--- config.mk ---
export PLATFORM = sky130hd
export DESIGN_NAME = circuit
export DESIGN_NICKNAME = d
export VERILOG_FILES = /design/src/rtl/circuit_pkg.sv /design/src/rtl/circuit_square_pp.sv /design/src/rtl/circuit.sv
export SDC_FILE = /design/constraint.sdc
export NUM_CORES = 2
export LEC_CHECK = 0
export BUFFER_PORTS_ARGS = -buffer_cell sky130_fd_sc_hd__buf_2
export CORE_UTILIZATION = 55
export DETAILED_ROUTE_END_ITERATION = 16
export PLACE_DENSITY = 0.8
export SLEW_MARGIN = 5
export SYNTH_ARGS = -nofsm -noshare
export SYNTH_HDL_FRONTEND = slang
export SYNTH_SLANG_ARGS = --single-unit
--- constraint.sdc ---
create_clock -name clk -period 7.27 [get_ports clk]
set_input_delay 0.3635 -clock clk [delete_from_list [all_inputs] [get_ports clk]]
set_output_delay 0.3635 -clock clk [all_outputs]
set_load 0.01 [all_outputs]
--- src/rtl/circuit_pkg.sv ---
// Shared widths, the partial-product bundle and the recombination helper for
// the streaming sum-of-squares accumulator.
package circuit_pkg;

    localparam int DATA_W = 32;
    localparam int ACC_W  = 100;
    localparam int HALF_W = DATA_W / 2;
    localparam int PP_W   = 2 * HALF_W;
    localparam int SQ_W   = 2 * DATA_W;

    typedef struct packed {
        logic [PP_W-1:0] hh;
        logic [PP_W-1:0] hl;
        logic [PP_W-1:0] ll;
    } pp_t;

    // x*x = (xh*xh << 32) + (2*xh*xl << 16) + xl*xl; the cross term appears once, so it shifts by 17
    function automatic logic [SQ_W-1:0] recombine_pp(input pp_t pp);
        logic [SQ_W-1:0] hh_s;
        logic [SQ_W-1:0] hl_s;
        logic [SQ_W-1:0] ll_s;
        hh_s = {pp.hh, {PP_W{1'b0}}};
        hl_s = {{(SQ_W-PP_W-HALF_W-1){1'b0}}, pp.hl, {(HALF_W+1){1'b0}}};
        ll_s = {{(SQ_W-PP_W){1'b0}}, pp.ll};
        return hh_s + hl_s + ll_s;
    endfunction

endpackage

--- src/rtl/circuit_square_pp.sv ---
// Stage 1: registered 16x16 partial-product generator. The products are held
// while en is low; only the valid flag drops to mark a bubble.
module square_pp
    import circuit_pkg::*;
(
    input  logic              clk,
    input  logic              rst,
    input  logic              en,
    input  logic [DATA_W-1:0] x,
    output pp_t               pp,
    output logic              v1
);

    logic [HALF_W-1:0] xh_s;
    logic [HALF_W-1:0] xl_s;
    pp_t               pp_d;
    pp_t               pp_q;
    logic              v1_d;
    logic              v1_q;

    // Next-state partial products and valid flag
    always_comb begin
        xh_s = x[DATA_W-1:HALF_W];
        xl_s = x[HALF_W-1:0];
        pp_d = pp_q;
        v1_d = 1'b0;
        if (en) begin
            pp_d.hh = PP_W'(xh_s) * PP_W'(xh_s);
            pp_d.hl = PP_W'(xh_s) * PP_W'(xl_s);
            pp_d.ll = PP_W'(xl_s) * PP_W'(xl_s);
            v1_d    = 1'b1;
        end else begin
            pp_d = pp_q;
            v1_d = 1'b0;
        end
    end

    // Stage-1 registers, cleared asynchronously
    always_ff @(posedge clk or negedge rst) begin
        if (!rst) begin
            pp_q <= '0;
            v1_q <= 1'b0;
        end else begin
            pp_q <= pp_d;
            v1_q <= v1_d;
        end
    end

    assign pp = pp_q;
    assign v1 = v1_q;

endmodule

--- src/rtl/circuit.sv ---
// Streaming unsigned sum-of-squares accumulator: stage 1 forms partial
// products, stage 2 recombines them into x*x and adds into a wrapping total.
module circuit
    import circuit_pkg::*;
(
    input  logic              clk,
    input  logic              rst,
    input  logic              en,
    input  logic [DATA_W-1:0] x,
    output logic [ACC_W-1:0]  y
);

    pp_t              pp_s;
    logic             v1_s;
    logic [SQ_W-1:0]  sq_s;
    logic [ACC_W-1:0] y_d;
    logic [ACC_W-1:0] y_q;

    square_pp u_square_pp (
        .clk (clk),
        .rst (rst),
        .en  (en),
        .x   (x),
        .pp  (pp_s),
        .v1  (v1_s)
    );

    // Recombine the square and form the next accumulator value (wraps silently)
    always_comb begin
        sq_s = recombine_pp(pp_s);
        y_d  = y_q;
        if (v1_s) begin
            y_d = y_q + ACC_W'(sq_s);
        end else begin
            y_d = y_q;
        end
    end

    // Accumulator register, cleared asynchronously
    always_ff @(posedge clk or negedge rst) begin
        if (!rst) begin
            y_q <= '0;
        end else begin
            y_q <= y_d;
        end
    end

    assign y = y_q;

endmodule

# Word level (Yosys, flattened, before mapping)
# Index checks and enable logic that the tools add are counted.
classes:
  n_addsub: 3
  multipliers: 3
  muxes: 1
ops:
  columns: ["operator", "count"]
  rows:
  - ["$add 100x64->100", 1]
  - ["$mul 16x16->32", 3]
  - ["$add 64x32->64", 1]
  - ["$add 64x49->64", 1]
  - ["$mux 1", 1]
totals:
  regBits: 197

# Longest topological paths before layout
depth:
  depth_word: 3
  mapped_depth: 27

# Hierarchy
# A second synthesis with hierarchy kept.
unflattened:
  cells_unflattened: 4129
  hier_area_um2: 36820.3
by_module_without_submodules:
  columns: ["mod", "cells_per_inst", "area_per_inst_um2", "n_inst"]
  rows:
  - ["square_pp", 2999, 27129.8, 1]
  - ["circuit", 1130, 9690.5, 1]

# Worst setup path before layout
# Ideal clock, no wire load.
synth_timing:
  kind: "input to register"
  from: "in x[9]"
  to: "reg u_square_pp.pp_q, in the netlist u_square_pp.pp[26]"
  t_required_ps: 7145
  setup_slack_ps: 689
  t_arrival_ps: 6457
  path_buffers: 2
  cell_stages: 23
  setup_time_ps: 125
  path_cell_list: "clkbuf_1 clkbuf_1 nand2_1 fa_1 fa_1 inv_1 fa_1 fa_1 fa_1 inv_1 fa_1 inv_1 ha_1 a21o_1 a21o_1 a21o_1 a211oi_1 o21ai_1 a21o_1 a31o_2 a221oi_1 xnor2_1 mux2_2"
synth_between:
  elab_chain_len: 1
synth_rtl:
  columns: ["element", "line", "source"]
  rows:
  - ["from (decl)", "circuit.sv:9", "input logic [DATA_W-1:0] x,"]
  - ["$mul 16x16->32", "circuit_square_pp.sv:30", "pp_d.ll = PP_W'(xl_s) * PP_W'(xl_s);"]
  - ["to (signal assigned)", "circuit_square_pp.sv:44", "pp_q <= pp_d;"]
  - ["to (decl)", "circuit_square_pp.sv:17", "pp_t pp_q;"]
# No other way between the ends.
# A chain may end at the register's enable or synchronous reset.

# Worst setup path in the final report
layout_timing:
  from: "in x[24]"
  to: "reg u_square_pp.pp_q, in the netlist u_square_pp.pp[94]"
layout_between:
  elab_chain_len: 1
layout_rtl:
  columns: ["element", "line", "source"]
  rows:
  - ["$mul 16x16->32", "circuit_square_pp.sv:28", "pp_d.hh = PP_W'(xh_s) * PP_W'(xh_s);"]
# No other way between the ends.

==> summary.txt <==
Outcome
  – Outcome: completed

Timing
  – Accumulated negative setup slack: 0 ns
  – Setup-violating endpoint count in the final report: 0
  – Slew at the pin closest to its max-slew limit: 1.00 ns
  – Number of hold violations in the final report: 0
  – Slew margin rel.: 0.327
  – Period Utilization, post-route: 0.895
  – Unrepaired setup endpoints after global routing: false
  – Final critical path time including I/O delays and setup: 6.51 ns
  – Max Transition Viols Final: 0
  – Clk_skew: 0.0104 ns
  – Top achievable clock speed: 154 MHz

Hold path
  – Path type of the worst min-delay path: input port to flip-flop

Setup path
  – Required time at the worst-slack endpoint: 7.62 ns
  – Highest net fanout along the worst path: 29
  – Most frequent cell on the critical path: sky130_fd_sc_hd__fa_1
  – Path type of the worst setup path: input port to flip-flop
  – Worst-path cell chain: buf_2 -> nand2_1 -> fa_1 -> inv_1 -> fa_1 -> inv_1 -> fa_1 -> inv_1 -> fa_1 -> fa_1 -> inv_1 -> fa_1 -> inv_1 -> ha_1 -> a21o_1 -> a21oi_1 -> or3b_1 -> o21ai_0 -> a21oi_1 -> a41oi_2 -> a21oi_1 -> o211a_1 -> or3_1 -> a31o_1
  – Slowest stage cell, crit path: sky130_fd_sc_hd__buf_2
  – Crit-path max cell delay: 0.60 ns
  – CP top delay family: adder cells
  – Type of destination of the critical path: flip-flop
  – CP Launch Type: input port
  – Worst Path Buf+Inv: 6
  – Worst path arrival time: 6.86 ns

Placement
  – Final weighted congestion in routability-driven placement: 0.943
  – Final HPWL DP: 72700 um
  – Buffers added on ports: 134
  – Placed Instance Area: 0.0379 mm2

Synth
  – Sequential share of the synthesized area: 0.134
  – Library cells used by synthesis: 82
  – Synthesized net count: 5036
  – Count of yosys warnings during synthesis: 0
  – Most common flop cell mapped by yosys: sky130_fd_sc_hd__dfrtp_1
  – Summed instance area of the synthesized netlist: 0.0364 mm2
  – Average footprint of a synthesized cell: 8.93 um2
  – Async SR Flop Fraction: 1.00
  – Post-synth EDFFs: 0
  – Synthesis-stage register bit count: 195
  – Cells after synthesis: 4079

Finish
  – Multi-input logic area: 0.0280 mm2
  – Fraction of layout cells with a size suffix above 1: 0.0942
  – Share of the core filled with cells: 0.593
  – N_diodes: 0
  – Net count, final: 5082
  – Sequential cell area: 0.00488 mm2
  – Area growth from synthesis to layout: 5.75%
  – Post-Layout Inst Area: 0.0385 mm2
  – Number of inserted filler cells in the final layout: 5489

Drt
  – Detailed-route DRC error count: 0
  – Violation count after the first detailed-routing iteration: 2015
  – Routed length per instance: 17.9 um
  – Drt total wl: 89500 um
  – Via density: 5.61
  – First-pass DRT Iterations: 7
  – Number of antenna-violating nets in the routed design: 0
  – Vias post-DR: 28029

GRT
  – Gr ovfl total: 0
  – Via count of the first global-routing pass: 29290
  – Number of antenna violations at the first check in global routing: 2
  – First-pass GRT wire length: 150000 um
  – Largest net degree at the start of global routing: 79
  – Total global routing track utilization: 0.278

Floorplan
  – I/O pins: 135
  – Die Height: 259 um
  – Die ar.: 0.0673 mm2
  – Number of cell rows: 93
  – Chip Width: 259 um
  – Area of the core: 0.0649 mm2
  – Starting density of the core: 0.561

Clock network
  – Latest clock arrival within the worst-skew pair: 0.45 ns
  – Cell chosen for the clock root: sky130_fd_sc_hd__clkbuf_16
  – H-tree levels: 4
  – Sinks on Clock Net: 195
  – Maximum number of buffers from clock root to sink: 2
  – Count of instances resized after the clock tree is built: 0
  – TritonCTS clock tree: done
  – Clock buffers created by TritonCTS: 17
  – CTS clk-pin slew, worst paths: 0.08 ns

Run
  – Max-cap check violation count: 0
## synthesized netlist by cell type, types with 27 or more instances
master | instances | area, um2
sky130_fd_sc_hd__a21oi_1 | 189 | 946
sky130_fd_sc_hd__dfrtp_1 | 195 | 4880
sky130_fd_sc_hd__clkbuf_1 | 144 | 541
sky130_fd_sc_hd__fa_1 | 521 | 10400
sky130_fd_sc_hd__nor2b_1 | 27 | 169
sky130_fd_sc_hd__mux2_2 | 119 | 1340
sky130_fd_sc_hd__nor3_1 | 30 | 150
sky130_fd_sc_hd__nand2_1 | 419 | 1570
sky130_fd_sc_hd__o21ai_0 | 87 | 435
sky130_fd_sc_hd__and3_1 | 50 | 313
sky130_fd_sc_hd__nand4_1 | 40 | 250
sky130_fd_sc_hd__a21o_1 | 110 | 826
sky130_fd_sc_hd__inv_1 | 784 | 2940
sky130_fd_sc_hd__ha_1 | 401 | 5020
sky130_fd_sc_hd__xnor2_1 | 158 | 1380
sky130_fd_sc_hd__a31oi_1 | 27 | 169
sky130_fd_sc_hd__and2_1 | 206 | 1290
sky130_fd_sc_hd__xor2_1 | 71 | 622
sky130_fd_sc_hd__o21bai_1 | 27 | 203
sky130_fd_sc_hd__nor2_1 | 159 | 597
sky130_fd_sc_hd__nand3_1 | 51 | 255
## cells in the final DEF (no fill, tap or decap), types with 6 or more instances in the layout
cell type,synthesis,routed
sky130_fd_sc_hd__nand3_1,51,51
sky130_fd_sc_hd__o31ai_1,13,13
sky130_fd_sc_hd__nor4_1,7,7
sky130_fd_sc_hd__nand2_1,419,419
sky130_fd_sc_hd__a21o_1,110,110
sky130_fd_sc_hd__xnor2_1,158,158
sky130_fd_sc_hd__nand4_1,40,40
sky130_fd_sc_hd__and4_1,7,7
sky130_fd_sc_hd__and3_1,50,50
sky130_fd_sc_hd__nor2b_1,27,27
sky130_fd_sc_hd__a21oi_2,6,6
sky130_fd_sc_hd__xor2_1,71,71
sky130_fd_sc_hd__a31oi_1,27,27
sky130_fd_sc_hd__ha_1,401,401
sky130_fd_sc_hd__o21ai_0,87,87
sky130_fd_sc_hd__and2_1,206,206
sky130_fd_sc_hd__a21oi_1,189,189
sky130_fd_sc_hd__nand2b_1,20,20
sky130_fd_sc_hd__o21a_1,17,17
sky130_fd_sc_hd__a31o_2,12,12
sky130_fd_sc_hd__o21ai_1,9,9
sky130_fd_sc_hd__dfrtp_1,195,194
sky130_fd_sc_hd__nor2_1,159,159
sky130_fd_sc_hd__or2_2,12,12
sky130_fd_sc_hd__buf_4,0,54
sky130_fd_sc_hd__nor3_1,30,30
sky130_fd_sc_hd__buf_2,11,132
sky130_fd_sc_hd__or3_1,7,7
sky130_fd_sc_hd__o2111ai_1,6,6
sky130_fd_sc_hd__clkbuf_16,0,17
sky130_fd_sc_hd__a211oi_1,18,18
sky130_fd_sc_hd__o211ai_1,17,17
sky130_fd_sc_hd__mux2_2,119,119
sky130_fd_sc_hd__o21bai_1,27,27
sky130_fd_sc_hd__fa_1,521,521
sky130_fd_sc_hd__inv_1,784,784
## stage by stage
stage	setup slack, ns	std cells	hold WS [ns]
detailed placement	0.360	4960	0.365
global route	0.467	4993	0.261
floorplan	0.689	4079	0.0679
global placement	0.488	4960	0.363
CTS	0.834	4993	0.240
finish	0.765	4993	0.258
## worst reg2reg max path, cell delays in order, from the launching register on
cell and delay [ns]:
sky130_fd_sc_hd__dfrtp_1 0.39, sky130_fd_sc_hd__ha_1 0.23, sky130_fd_sc_hd__fa_1 0.41, sky130_fd_sc_hd__a21o_1 0.18
sky130_fd_sc_hd__a21oi_1 0.29, sky130_fd_sc_hd__o21ai_0 0.19, sky130_fd_sc_hd__a2111oi_0 0.39, sky130_fd_sc_hd__o21ai_0 0.21
sky130_fd_sc_hd__a21oi_1 0.18, sky130_fd_sc_hd__nor2b_1 0.07, sky130_fd_sc_hd__nor4_1 0.21, sky130_fd_sc_hd__nor3_1 0.11
sky130_fd_sc_hd__xor2_1 0.16, sky130_fd_sc_hd__ha_1 0.43, sky130_fd_sc_hd__nand2_1 0.12, sky130_fd_sc_hd__o21ai_1 0.23
sky130_fd_sc_hd__a21oi_1 0.07, sky130_fd_sc_hd__o31a_1 0.24, sky130_fd_sc_hd__o31ai_1 0.48, sky130_fd_sc_hd__o2111a_1 0.28
sky130_fd_sc_hd__or3_4 0.13, sky130_fd_sc_hd__a221o_2 0.39, sky130_fd_sc_hd__or4b_1 0.51, sky130_fd_sc_hd__xnor2_1 0.14
## registers in the layout (all words and copies together), names as in the netlist
name            flops
y                 100
u_square_pp.pp     94
u_square_pp.v1      1
## per-layer routing
metal,up-vias,part of all wire,GRT usage
li1,13150,-,-
met1,13762,0.44,0.390
met5,-,0.00030,0
met2,981,0.46,0.450
met4,4,0.022,0.0734
met3,132,0.073,0.0381
## cell families after synthesis
| logic type | synth area share |
|---|---|
| buffers and inverters | 0.0985 |
| AND/OR/NAND/NOR | 0.142 |
| multiplexers | 0.0379 |
| AO/OA/AOI/OAI | 0.109 |
| adder cells (fa/ha/maj) | 0.424 |
| flip-flops | 0.134 |
| XOR/XNOR | 0.0551 |
## worst paths after layout
| check | from | endpoint | slack (ns) | cells after the start |
|---|---|---|---|---|
| setup / recovery | x[24] | u_square_pp.pp[94] | 0.76 | 24 |
| hold / removal | en | u_square_pp.v1 | 0.26 | 1 |
| setup reg to reg | u_square_pp.pp[17] | y[77] | 1.11 | 23 |
| hold reg to reg | y[99] | y[99] | 0.48 | 1 |
| max in group asynchronous | rst | u_square_pp.v1 | 5.44 | 3 |
| min in group asynchronous | rst | y[16] | 0.42 | 2 |
## area by class of cell
type / count / area share
sequential: 195 / 0.127
inverter: 787 / 0.0767
multi-input combinational: 2936 / 0.726
clock buffer: 19 / 0.0118
timing repair buffer: 188 / 0.0283
tap: 855 / 0.0278
clock inverter: 13 / 0.00299
## repair_timing
action | CTS | global route
hold buffers | 1 | 0
setup buffers | 0 | 0
hold endpoints to repair | 55 | 0
Power is left out: the tool's default activity adds up to more than one toggle a clock period on the data nets, which glitch-free logic cannot reach.
